### src/rtl/frame_pkg.sv
// -----------------------------------------------------------------------------
// frame_pkg
// Shared definitions for the frame-buffer write path (ntsc_write) and its
// display-side reader: pixel/word/address widths, the default frame size,
// the pack and write FSM state encodings, and the address-advance helper.
// -----------------------------------------------------------------------------
package frame_pkg;

   localparam int PIXEL_W     = 18;                 // {r[5:0], g[5:0], b[5:0]}
   localparam int WORD_W      = 2 * PIXEL_W;        // {first_pixel, second_pixel}
   localparam int ADDR_W      = 18;
   localparam int ENTRY_W     = ADDR_W + WORD_W;    // FIFO entry {addr, word}
   localparam int FRAME_WORDS = 153600;             // 640x480 / 2

   typedef enum logic {
      PACK_EMPTY = 1'b0,
      PACK_HALF  = 1'b1
   } pack_state_t;

   typedef enum logic {
      WR_IDLE = 1'b0,
      WR_REQ  = 1'b1
   } wr_state_t;

   // Frame address advance: the last word of a frame is followed by 0.
   function automatic logic [ADDR_W-1:0] next_addr(input logic [ADDR_W-1:0] addr,
                                                   input logic [ADDR_W-1:0] last);
      if (addr == last)
         return '0;
      return addr + ADDR_W'(1);
   endfunction

endpackage

### src/rtl/word_fifo.sv
// -----------------------------------------------------------------------------
// word_fifo
// Synchronous show-ahead FIFO holding {addr, word} entries for ntsc_write.
// The head entry is always visible on rd_data; rd_data_next shows the entry
// behind it so the consumer can present it on the cycle after a pop.
// A push while full is accepted only when a pop happens in the same cycle.
//
// Parameters: DEPTH (power of two, >= 2), DATA_W (entry width).
// Ports:
//   clock, reset        - system clock, asynchronous active-high reset
//   push, wr_data       - write request and entry
//   pop                 - remove the head entry
//   rd_data             - head entry
//   rd_data_next        - entry behind the head (valid when more = 1)
//   full, empty, more   - status; more = at least two entries held
// -----------------------------------------------------------------------------
module word_fifo #(
   parameter int DEPTH  = 4,
   parameter int DATA_W = 54
) (
   input  logic              clock,
   input  logic              reset,
   input  logic              push,
   input  logic [DATA_W-1:0] wr_data,
   input  logic              pop,
   output logic [DATA_W-1:0] rd_data,
   output logic [DATA_W-1:0] rd_data_next,
   output logic              full,
   output logic              empty,
   output logic              more
);

   localparam int PTR_W = $clog2(DEPTH);
   localparam int CNT_W = PTR_W + 1;

   logic [DATA_W-1:0] mem [DEPTH];
   logic [PTR_W-1:0]  wr_ptr;
   logic [PTR_W-1:0]  rd_ptr;
   logic [CNT_W-1:0]  count;
   logic              do_push;
   logic              do_pop;

   assign full    = (count == CNT_W'(DEPTH));
   assign empty   = (count == '0);
   assign more    = (count > CNT_W'(1));
   assign do_pop  = pop && !empty;
   // When full, the slot under wr_ptr is the head being popped this cycle.
   assign do_push = push && (!full || do_pop);

   assign rd_data      = mem[rd_ptr];
   assign rd_data_next = mem[rd_ptr + PTR_W'(1)];

   // Storage carries data only and needs no reset.
   always_ff @(posedge clock) begin
      if (do_push)
         mem[wr_ptr] <= wr_data;
   end

   always_ff @(posedge clock or posedge reset) begin
      if (reset) begin
         wr_ptr <= '0;
         rd_ptr <= '0;
         count  <= '0;
      end else begin
         if (do_push)
            wr_ptr <= wr_ptr + PTR_W'(1);
         if (do_pop)
            rd_ptr <= rd_ptr + PTR_W'(1);
         case ({do_push, do_pop})
            2'b10:   count <= count + CNT_W'(1);
            2'b01:   count <= count - CNT_W'(1);
            default: count <= count;
         endcase
      end
   end

endmodule

### src/rtl/ntsc_write.sv
// -----------------------------------------------------------------------------
// ntsc_write
// Camera-side frame-buffer writer. Packs pairs of 18-bit pixels into 36-bit
// words {first, second}, tags each with a sequential frame address, queues
// them in word_fifo and writes them to the memory arbiter through the
// ntsc_flag / done_ntsc handshake.
//
// Optional feature macro: NTSC_WRITE_STATS_EN adds a saturating 16-bit
// drop_count output counting words lost to a full FIFO.
//
// Parameters: FRAME_WORDS (words per frame), FIFO_DEPTH (power of two, >= 2).
// Ports:
//   clock, reset   - system clock, asynchronous active-high reset
//   frame_flag     - start-of-frame strobe (drops half pixel, address to 0)
//   pixel          - input pixel {r, g, b}, qualified by pixel_valid
//   ntsc_flag      - write request to the arbiter
//   ntsc_pixel     - write data {first_pixel, second_pixel}
//   ntsc_addr      - word address of ntsc_pixel
//   done_ntsc      - arbiter accepted the current word
//   overflow       - pulse: a completed word was dropped (FIFO full)
//   frame_done     - pulse: the last word of a frame was accepted
//   drop_count     - (NTSC_WRITE_STATS_EN only) dropped-word count
// -----------------------------------------------------------------------------
module ntsc_write
   import frame_pkg::*;
#(
   parameter int FRAME_WORDS = frame_pkg::FRAME_WORDS,
   parameter int FIFO_DEPTH  = 4
) (
   input  logic                clock,
   input  logic                reset,
   input  logic                frame_flag,
   input  logic [PIXEL_W-1:0]  pixel,
   input  logic                pixel_valid,
   output logic                ntsc_flag,
   output logic [WORD_W-1:0]   ntsc_pixel,
   output logic [ADDR_W-1:0]   ntsc_addr,
   input  logic                done_ntsc,
   output logic                overflow,
   output logic                frame_done
`ifdef NTSC_WRITE_STATS_EN
   ,
   output logic [15:0]         drop_count
`endif
);

   localparam logic [ADDR_W-1:0] LAST_ADDR = ADDR_W'(FRAME_WORDS - 1);

   // ---------------------------------------------------------------- pack FSM
   pack_state_t         pack_state;
   pack_state_t         pack_next;
   logic [PIXEL_W-1:0]  half_q;
   logic [PIXEL_W-1:0]  half_d;
   logic [ADDR_W-1:0]   waddr_q;
   logic [ADDR_W-1:0]   waddr_d;
   logic                word_done;

   always_comb begin
      pack_next = pack_state;
      half_d    = half_q;
      waddr_d   = waddr_q;
      word_done = 1'b0;
      if (frame_flag) begin
         // New frame: any half pixel is discarded; a coincident pixel is
         // the first pixel of the new frame.
         waddr_d = '0;
         if (pixel_valid) begin
            half_d    = pixel;
            pack_next = PACK_HALF;
         end else begin
            pack_next = PACK_EMPTY;
         end
      end else if (pixel_valid) begin
         case (pack_state)
            PACK_EMPTY: begin
               half_d    = pixel;
               pack_next = PACK_HALF;
            end
            PACK_HALF: begin
               // Address advances even if the word is dropped, keeping later
               // pixels at their correct frame positions.
               word_done = 1'b1;
               waddr_d   = next_addr(waddr_q, LAST_ADDR);
               pack_next = PACK_EMPTY;
            end
            default: pack_next = PACK_EMPTY;
         endcase
      end
   end

   always_ff @(posedge clock or posedge reset) begin
      if (reset) begin
         pack_state <= PACK_EMPTY;
         waddr_q    <= '0;
      end else begin
         pack_state <= pack_next;
         waddr_q    <= waddr_d;
      end
   end

   // Half-pixel holding register is pure data; pack_state qualifies it.
   always_ff @(posedge clock) begin
      half_q <= half_d;
   end

   // -------------------------------------------------------------- word FIFO
   logic [ENTRY_W-1:0]  fifo_head;
   logic [ENTRY_W-1:0]  fifo_head_next;
   logic                fifo_full;
   logic                fifo_empty;
   logic                fifo_more;
   logic                fifo_pop;

   word_fifo #(
      .DEPTH  (FIFO_DEPTH),
      .DATA_W (ENTRY_W)
   ) u_word_fifo (
      .clock        (clock),
      .reset        (reset),
      .push         (word_done),
      .wr_data      ({waddr_q, half_q, pixel}),
      .pop          (fifo_pop),
      .rd_data      (fifo_head),
      .rd_data_next (fifo_head_next),
      .full         (fifo_full),
      .empty        (fifo_empty),
      .more         (fifo_more)
   );

   // --------------------------------------------------------------- write FSM
   wr_state_t  wr_state;
   wr_state_t  wr_next;
   logic       load_head;
   logic       load_next;

   always_comb begin
      wr_next   = wr_state;
      load_head = 1'b0;
      load_next = 1'b0;
      fifo_pop  = 1'b0;
      case (wr_state)
         WR_IDLE: begin
            if (!fifo_empty) begin
               load_head = 1'b1;
               wr_next   = WR_REQ;
            end
         end
         WR_REQ: begin
            // The presented word stays in the FIFO until accepted, so the
            // entry behind it is what goes out back-to-back.
            if (done_ntsc) begin
               fifo_pop = 1'b1;
               if (fifo_more)
                  load_next = 1'b1;
               else
                  wr_next = WR_IDLE;
            end
         end
         default: wr_next = WR_IDLE;
      endcase
   end

   assign ntsc_flag = (wr_state == WR_REQ);

   always_ff @(posedge clock or posedge reset) begin
      if (reset) begin
         wr_state   <= WR_IDLE;
         ntsc_pixel <= '0;
         ntsc_addr  <= '0;
         overflow   <= 1'b0;
         frame_done <= 1'b0;
      end else begin
         wr_state <= wr_next;
         if (load_head)
            {ntsc_addr, ntsc_pixel} <= fifo_head;
         else if (load_next)
            {ntsc_addr, ntsc_pixel} <= fifo_head_next;
         // A pop in the same cycle frees the slot, so that push is not a drop.
         overflow   <= word_done && fifo_full && !fifo_pop;
         frame_done <= fifo_pop && (ntsc_addr == LAST_ADDR);
      end
   end

`ifdef NTSC_WRITE_STATS_EN
   // ------------------------------------------------------------- statistics
   function automatic logic [15:0] sat_inc16(input logic [15:0] v);
      if (v == 16'hFFFF)
         return v;
      return v + 16'd1;
   endfunction

   always_ff @(posedge clock or posedge reset) begin
      if (reset)
         drop_count <= '0;
      else if (word_done && fifo_full && !fifo_pop)
         drop_count <= sat_inc16(drop_count);
   end
`endif

endmodule

### config.mk
export PLATFORM = sky130hd
export DESIGN_NAME = ntsc_write
export DESIGN_NICKNAME = d
export VERILOG_FILES = /design/src/rtl/frame_pkg.sv /design/src/rtl/word_fifo.sv /design/src/rtl/ntsc_write.sv
export SDC_FILE = /design/constraint.sdc
export NUM_CORES = 1
export LEC_CHECK = 0
export CAP_MARGIN = 20
export CORE_MARGIN = 3
export CORE_UTILIZATION = 35
export DETAILED_ROUTE_END_ITERATION = 8
export PLACE_DENSITY = 0.62
export SKIP_LAST_GASP = 1
export SLEW_MARGIN = 20
export SYNTH_ARGS = -nofsm -noshare
export SYNTH_HDL_FRONTEND = slang
export SYNTH_SLANG_ARGS = --single-unit
### constraint.sdc
create_clock -name clock -period 5 [get_ports clock]
set_input_delay 1.25 -clock clock [delete_from_list [all_inputs] [get_ports clock]]
set_output_delay 1.25 -clock clock [all_outputs]
set_load 0.05 [all_outputs]
### Yosys cells after proc, flatten, opt, wreduce, memory -nomap -nowiden

Memories as Yosys holds them, arrays and structs flattened.
Index checks and enable logic that the tools add are counted.

| word-level totals | value |
|---|---|
| register bits | 101 |
| memory bits (writable) | 216 |
| input bits | 23 |
| output and inout port bits | 57 |
| logic and storage cells | 78 |
| memories kept | 1 |

Memories:

| memory | depth | width | read ports | clocked after Yosys merged registers in | write ports | RTL line | text |
|---|---|---|---|---|---|---|---|
| u_word_fifo.mem | 4 | 54 | 2 | 0 | 1 | word_fifo.sv:36 | `logic [DATA_W-1:0] mem [DEPTH];` |

| cells by class | value |
|---|---|
| add/subtract/negate cells | 5 |
| $lt $le $gt $ge | 1 |
| eq/ne operators | 6 |
| mux-type cells | 36 |
| bitwise gates (word level) | 2 |
| reduce and logical (&&, ||, !) cells | 16 |

Operators with widths:

| kind | number |
|---|---|
| 18-bit two-way mux | 11 |
| 36-bit two-way mux | 2 |
| 18-bit == test (second input constant) | 2 |
| 1-bit two-way mux | 20 |
| 18-bit by 1-bit adder with 18-bit output (second input constant) | 1 |
| 2-bit nonzero test | 4 |
| 3-bit one-hot mux with 2 select lines | 1 |
| 1-bit logical AND | 5 |
| 2-bit by 1-bit adder with 2-bit output (second input constant) | 2 |
| 1-bit one-hot mux with 2 select lines | 2 |
| 2-bit AND reduction | 2 |
| 3-bit by 1-bit adder with 3-bit output (second input constant) | 1 |
| 3-bit == test (second input constant) | 1 |
| 3-bit by 1-bit > comparator with 1-bit output (second input constant) | 1 |
| 1-bit logical NOT | 3 |
| 3-bit logical NOT | 1 |
| 3-bit by 1-bit subtractor with 3-bit output (second input constant) | 1 |
| 2-bit by 1-bit == test with 1-bit output (second input constant) | 1 |
| 2-bit == test (second input constant) | 1 |
| 2-bit != test (second input constant) | 1 |
| 1-bit inverter | 2 |
| 1-bit logical OR | 1 |

### Depth between registers and ports, before layout

Gate-level depths: netlist (run 1).

| depth | value |
|---|---|
| depth in word-level cells | 9 |
| gate-level depth with buffers | 9 |
| depth with buffers taken out | 9 |

### Modules after synthesis

Synthesis (run 1) repeated with hierarchy kept, for this count alone.

| second synthesis, totals | value |
|---|---|
| cell total of the unflattened synthesis | 803 |
| area, all modules | 13909.6 um2 |

By module, submodules not included:

| module | times used | cells an instance | area each (um2) | seq. area each (um2) |
|---|---|---|---|---|
| word_fifo | 1 | 407 | 9661.8 | 6661.4 |
| ntsc_write | 1 | 396 | 4247.8 | 2442.3 |

### Worst setup path after synthesis (run 1)

OpenSTA, ideal clock, no wires.

| path | value |
|---|---|
| path kind | input port to flip-flop |
| start | in frame_flag |
| end | mem u_word_fifo.mem[0][0], enable pin |
| library setup time | 0.417 ns |
| arrival time | 3.012 ns |
| required time | 4.583 ns |
| setup slack | 1.570 ns |
| stages | 3 |
| cell sequence | clkbuf_1 -> nor2_1 -> and3_1 |

| on the way | value |
|---|---|
| word-level cells in the longest chain between the ends | 4 |

RTL lines:

| what | RTL line | text |
|---|---|---|
| from (decl) | ntsc_write.sv:32 | `input logic frame_flag,` |
| 1-bit two-way mux | ntsc_write.sv:63 | `if (frame_flag) begin` |
| 1-bit logical AND | word_fifo.sv:48 | `assign do_push = push && (!full \|\| do_pop);` |
| 1-bit two-way mux | word_fifo.sv:55 | `if (do_push)` |
| 1-bit two-way mux (implied by the code) | word_fifo.sv:56 | `mem[wr_ptr] <= wr_data;` |
| to (decl) | word_fifo.sv:36 |  |

No other way between the ends.

### Worst setup path in the final report (run 1)

| path | value |
|---|---|
| start | in pixel_valid |
| end | mem u_word_fifo.mem[1][49], enable pin |

| on the way | value |
|---|---|
| word-level cells in the longest chain between the ends | 5 |

RTL lines:

| what | RTL line | text |
|---|---|---|
| from (decl) | ntsc_write.sv:34 | `input logic pixel_valid,` |
| 1-bit two-way mux | ntsc_write.sv:73 | `end else if (pixel_valid) begin` |
| 1-bit two-way mux | ntsc_write.sv:63 |  |
| 1-bit logical AND | word_fifo.sv:48 |  |
| 1-bit two-way mux | word_fifo.sv:55 |  |
| 1-bit two-way mux (implied by the code) | word_fifo.sv:56 |  |

No other way between the ends.

==> results of run 1 <==
Yosys cell counts (all sizes together):
cell	instances	area share, %
and2	1	0.046
mux4	108	18
o21ba	1	0.073
nor3b	1	0.055
or4	1	0.083
a21oi	3	0.11
and3	6	0.28
nand4	5	0.28
xor2	8	0.51
nand2b	1	0.046
o311ai	1	0.064
a21boi	1	0.055
nor4	2	0.092
nand3	21	0.77
or2	2	0.092
o31ai	1	0.055
a41o	1	0.073
mux2i	50	3.7
buf	28	0.98
a21o	2	0.11
or3	3	0.14
nor4bb	2	0.15
inv	8	0.22
a22o	2	0.13
nor4b	1	0.064
and4	2	0.15
nor2	28	0.77
nor3	3	0.19
a41oi	1	0.12
o21ai	52	1.9
edfxtp	234	51
nor2b	2	0.092
o22ai	8	0.37
o21bai	2	0.11
o211ai	1	0.055
ha	10	0.92
dfrtp	83	15
xnor2	5	0.32
clkbuf	15	0.41
nand2	69	1.9
cell type report:
cell class,count,share of cell area [%]
flip-flops and latches,317,56.1
multi-input cells,407,26.8
clock buffers,45,6.00
repair buffers,94,5.80
well taps,511,3.94
clock inverters,19,1.09
inverters,8,0.200
stage by stage:
stage,std cells,area (um2)
finish,1401,16200
global route,1401,16200
CTS,1401,16200
detailed placement,1337,15100
global placement,1337,15100
floorplan,775,13600
worst max-delay path, delay by kind of cell:
| kind | cells | cell delay [ps] |
|---|---|---|
| and+or+nand+nor | 3 | 1220 |
| buffers and inverters | 2 | 890 |
power by group through the flow:
stage,sequential [mW],clock (mW),combinational (mW)
3_5_place_dp,3.75,0,3.53
3_3_place_gp,3.74,0,3.48
5_1_grt,3.75,2.71,3.74
6_report,3.69,2.54,3.47
2_1_floorplan,4.22,0,2.03
4_1_cts,3.70,2.60,3.53
state kept, by name (all words and copies together), names as in the netlist:
name and count:
ntsc_flag 1, waddr_q 18, u_word_fifo.rd_ptr 2, u_word_fifo.count 3
u_word_fifo.wr_ptr 2, ntsc_pixel 36, pack_state 1, half_q 18
overflow 1, u_word_fifo.mem 216, frame_done 1, ntsc_addr 18
layer usage:
| layer | vias up | GRT usage (%) | part of all wire [%] |
|---|---|---|---|
| li1 | 3288 | - | - |
| met4 | 0 | 3.27 | 1.5 |
| met3 | 37 | 2.57 | 5.0 |
| met2 | 183 | 23.6 | 49 |
| met1 | 3874 | 20.0 | 45 |
| met5 | - | 0 | 0 |
worst paths after layout:
path / to / cells past startpoint
hold reg to reg: u_word_fifo.mem[3][21] / 0
setup reg to reg: ntsc_pixel[2] / 6
hold / removal: u_word_fifo.mem[3][21] / 0
min in group asynchronous: ntsc_pixel[32] / 2
setup / recovery: u_word_fifo.mem[1][49] / 5
max in group asynchronous: ntsc_pixel[3] / 3
cell families after synthesis:
kind of cell,after synthesis
xor gates and xnor gates,13
muxes,158
and+or+nand+nor,150
AOI/OAI and AO/OA,76
buffers and inverters,51
adders and majority gates,10
DFF,317
==> impl_metrics.py, run 1 <==
metrics = {
    "run_status": {
        "status": "complete, no violations",
    },
    "placed_design": {
        "hpwl_mm": 18.8,
        "port_buffers": 79,
        "dp_slack_ps": 1230,
        "place_congestion": 0.757,
    },
    "clocking": {
        "htreeDepth": 2,
        "post-cts-setup-buffers": 0,
        "cts_tree": "built",
        "clk_pin_slew_ps": 60,
        "cts_buffers": 35,
        "hold_buffers": 0,
        "clock_latency_ps": 510,
        "cts_resized": 0,
        "cts_sinks": 317,
        "cts_buffer_depth": 3,
        "root_buffer": "clkbuf_16",
    },
    "layout": {
        "nets": 896,
        "multiInputGateArea_um2": 4360,
        "final_cell_mix": "edfxtp_1, mux4_2, dfrtp_1, clkdlybuf4s50_1, nand2_1",
        "diodes": 0,
        "nFillCells": 3423,
        "final_util_pct": 42.7,
        "regArea_um2": 9110,
        "drive_above_1_share_pct": 21.9,
        "final_common_cell": "edfxtp_1",
        "area_growth_pct": 19.0,
    },
    "synthesis": {
        "synth_compound_area_share_pct": 3.23,
        "synth_seq_cells": 317,
        "synth_top_family_by_area": "multiplexers",
        "synthXorXnorAreaFrac_pct": 0.834,
        "syn-cell-area_um2": 13600,
        "ys_types": 48,
        "synth-adder-area-share_pct": 0.917,
        "syn_area_per_cell_um2": 17.6,
        "yosys.area_share.simple_pct": 5.20,
        "ys_seq_area_share_pct": 66.7,
        "yosysWarningCount": 0,
        "muxShareOfSynthArea_pct": 21.5,
        "syn_inst": 775,
        "postSynthNetCount": 808,
    },
    "worst_setup_path": {
        "critPathKind": "input pin to flip-flop",
        "r2r_setup_slack_ps": 2360,
        "crit_path_top_delay_cell": "and3_2",
        "startpoint": "pixel_valid",
        "critical_path.startpoint_type": "input pin",
        "crit_fanout": 32,
        "required_ps": 5180,
        "r2r-start": "u_word_fifo.count[0]",
        "max_stage_delay_ps": 750,
        "crit_path_cell_trace": "clkdlybuf4s50_1, nand2_1, nor2_1, and3_2, buf_12",
        "end_kind": "flip-flop",
        "crit_arrival_ps": 3360,
    },
    "timing": {
        "hold_ws_ps": 501,
        "rsz0062_at_grt": "false",
        "skew_ps": 25.1,
        "setup_violations": 0,
        "setup_ws_ps": 1820,
        "worst_pin_slew_ps": 1020,
        "fmax_mhz": 314,
        "final_hold_viol_count": 0,
        "fin_crit_sh_pct": 63.6,
        "slew_violations": 0,
        "min_period_ps": 3180,
        "fin_tns_setup_ps": 0,
        "slew-limit-headroom_pct": 31.8,
    },
    "pwr": {
        "p_clk_share_pct": 26.2,
        "total_power_mw": 9.70,
        "intPower_mw": 6.31,
        "pwr-share-comb_pct": 35.7,
        "seqPwrFrac_pct": 38.0,
        "ir_drop_uv": 234,
        "net-switching-power_mw": 3.39,
        "swShare_pct": 34.9,
        "p_leak_nw": 5.56,
        "power_density_nw_per_um2": 598,
    },
    "drt": {
        "first_pass_iters": 4,
        "wl_per_cell_um": 21.0,
        "vias": 7382,
        "drcViolationCount": 0,
        "final_antenna_net_count": 0,
        "drt_iter0_drc": 506,
        "routed_wirelength_mm": 29.4,
        "drt-vias-per-instance": 5.27,
    },
    "die": {
        "core_area_um2": 38000,
        "start_util_pct": 35.9,
        "rows": 71,
        "die_x_um": 203,
        "dieArea_um2": 41400,
        "die_h_um": 203,
        "ios": 80,
    },
    "hold_path": {
        "hold_class": "flip-flop to flip-flop",
        "min_from": "half_q[3]",
    },
    "grt": {
        "grt_start_max_net_pins": 72,
        "grt_pass1_vias": 7690,
        "grt-ovfl-total": 0,
        "grtUsageTotal_pct": 14.3,
        "antenna_found_initial": 1,
        "grt_pass1_wl_mm": 46.0,
    },
    "run": {
        "drv_cap": 0,
    },
}
Power figures use the tool's default switching activity.
==> run 2: changes to the inputs <==
clock period = 3 ns   (was 5 ns; I/O delays follow)
==> run 2 against run 1 <==
Global-route usage shrank 0.44 points. Register-to-register slack lost 1600 ps. Count of clock-buffer cells in the layout grew 2. First-iteration DRC count shrank 10%. Highest routed layer unchanged. Sequential cell count is the same. Total power grew 68%. Clock skew shrank 4.0 ps. Routed wire length shrank 2.7%. Utilization grew 0.39 points. Sequential power grew 63%. Combinational power grew 73%.
==> impl_metrics.py, run 2 (synthesis gave the netlist of run 1 again) <==
metrics = {
    "run_status": {
        "status": "complete, no violations",
    },
    "timing": {
        "slew_violations": 0,
        "hold_ws_ps": 489,
        "min_period_ps": 2580,
        "fmax_mhz": 387,
        "setup_violations": 0,
        "slew-limit-headroom_pct": 36.4,
        "rsz0062_at_grt": "false",
        "final_hold_viol_count": 0,
        "fin_crit_sh_pct": 86.0,
        "skew_ps": 21.2,
        "fin_tns_setup_ps": 0,
        "worst_pin_slew_ps": 954,
    },
    "grt": {
        "antenna_found_initial": 0,
        "grt_pass1_wl_mm": 44.9,
        "grt.busiest_layer": "met2",
        "grt_start_max_net_pins": 95,
        "gr-usage-met1_pct": 19.2,
        "grt_util_met2_pct": 23.3,
        "grt-ovfl-total": 0,
        "grtUsageTotal_pct": 13.9,
        "grt_pass1_vias": 7768,
        "grt_use_met3_pct": 2.39,
    },
    "layout": {
        "fin_cells": 1409,
        "nets": 904,
        "multiInputGateArea_um2": 4350,
        "regArea_um2": 9110,
        "largest_reg_flops": 216,
        "reg.largest.list": "u_word_fifo.mem (216), ntsc_pixel (36)",
        "final_cell_mix": "edfxtp_1, mux4_2, dfrtp_1, clkdlybuf4s50_1, nand2_1",
        "final_common_cell": "edfxtp_1",
        "nFillCells": 3400,
        "drive_above_1_share_pct": 21.9,
        "regMostFlops": "u_word_fifo.mem",
        "final_util_pct": 43.1,
        "area_growth_pct": 20.0,
        "diodes": 0,
    },
    "drt": {
        "vias": 7389,
        "final_antenna_net_count": 0,
        "first_pass_iters": 5,
        "routed_wirelength_mm": 28.6,
        "drt-vias-per-instance": 5.24,
        "drt_iter0_drc": 455,
        "drcViolationCount": 0,
        "wl_per_cell_um": 20.3,
    },
    "worst_setup_path": {
        "crit_path_cell_trace": "clkdlybuf4s50_1",
        "r2r_setup_slack_ps": 730,
        "startpoint": "ntsc_addr[11]",
        "required_ps": 2250,
        "crit_fanout": 3,
        "end_kind": "primary output",
        "crit_path_top_delay_cell": "clkdlybuf4s50_1",
        "rr_endpoint": "waddr_q[13]",
        "critPathKind": "flip-flop to primary output",
        "max_stage_delay_ps": 860,
        "critical_path.startpoint_type": "flip-flop",
        "r2r-start": "waddr_q[1]",
        "worstSetupPathDepth": 1,
        "critPathBufInv": 1,
        "cp_top_family": "buffers and inverters",
        "crit_arrival_ps": 1830,
        "reg2reg_depth": 6,
    },
    "placed_design": {
        "port_buffers": 79,
        "place_congestion": 0.757,
        "hpwl_mm": 18.3,
        "dp_cells": 1345,
    },
    "clocking": {
        "root_buffer": "clkbuf_16",
        "cts_resized": 0,
        "clock_latency_ps": 510,
        "post-cts-setup-buffers": 0,
        "cts_buffer_depth": 3,
        "cts_buffers": 35,
        "htreeDepth": 2,
        "cts_sinks": 317,
        "clk_pin_slew_ps": 60,
        "hold_buffers": 0,
        "cts_tree": "built",
    },
    "pwr": {
        "ir_drop_uv": 725,
        "p_leak_nw": 5.62,
        "power_density_nw_per_um2": 994,
    },
    "hold_path": {
        "hold_class": "flip-flop to flip-flop",
        "min_from": "half_q[9]",
        "min_path_cells": 0,
        "min_to": "u_word_fifo.mem[1][27]",
    },
    "die": {
        "ios": 80,
        "rows": 71,
        "start_util_pct": 35.9,
        "die_x_um": 203,
        "core_area_um2": 38000,
        "die_h_um": 203,
        "dieArea_um2": 41400,
    },
    "run": {
        "drv_cap": 0,
    },
}
-- run 2: final cells by class --
type / count / area share (%)
inverters: 8 / 0.199
multi-input cells: 407 / 26.6
well taps: 511 / 3.90
flip-flops and latches: 317 / 55.6
clock inverters: 17 / 1.32
clock buffers: 47 / 5.75
repair buffers: 102 / 6.65
-- run 2: per-stage QoR --
stage / setup slack, ps / power, mW / instance area (um2)
final: 419 / 16.3 / 16400
after global routing: 372 / 17.2 / 16400
after CTS: 372 / 16.5 / 16400
after detailed placement: 145 / 12.2 / 15200
after global placement: 236 / 12.1 / 15200
after floorplan: 70.3 / 10.4 / 13600
-- run 2: routing by layer --
layer,vias to the layer above,share of wire [%],wire length [um]
li1,3303,-,-
met5,-,0,0
met4,0,1.4,407
met2,182,50,14200
met1,3875,44,12600
met3,29,5.0,1430
-- run 2: worst max path at each step --
stage | endpoint | slack, ps
floorplan | u_word_fifo.mem[0][0] | 70
global placement | u_word_fifo.count[2] | 240
detailed placement | u_word_fifo.count[2] | 140
CTS | ntsc_addr[11] | 370
global route | ntsc_addr[11] | 370
finish | ntsc_addr[11] | 420
-- run 2: where the power goes --
| group | internal [mW] | total (mW) | switching, mW |
|---|---|---|---|
| Sequential | 5.38 | 6.00 | 0.616 |
| Combinational | 2.67 | 6.01 | 3.34 |
| Clock | 2.64 | 4.28 | 1.64 |
| Total | 10.7 | 16.3 | 5.59 |
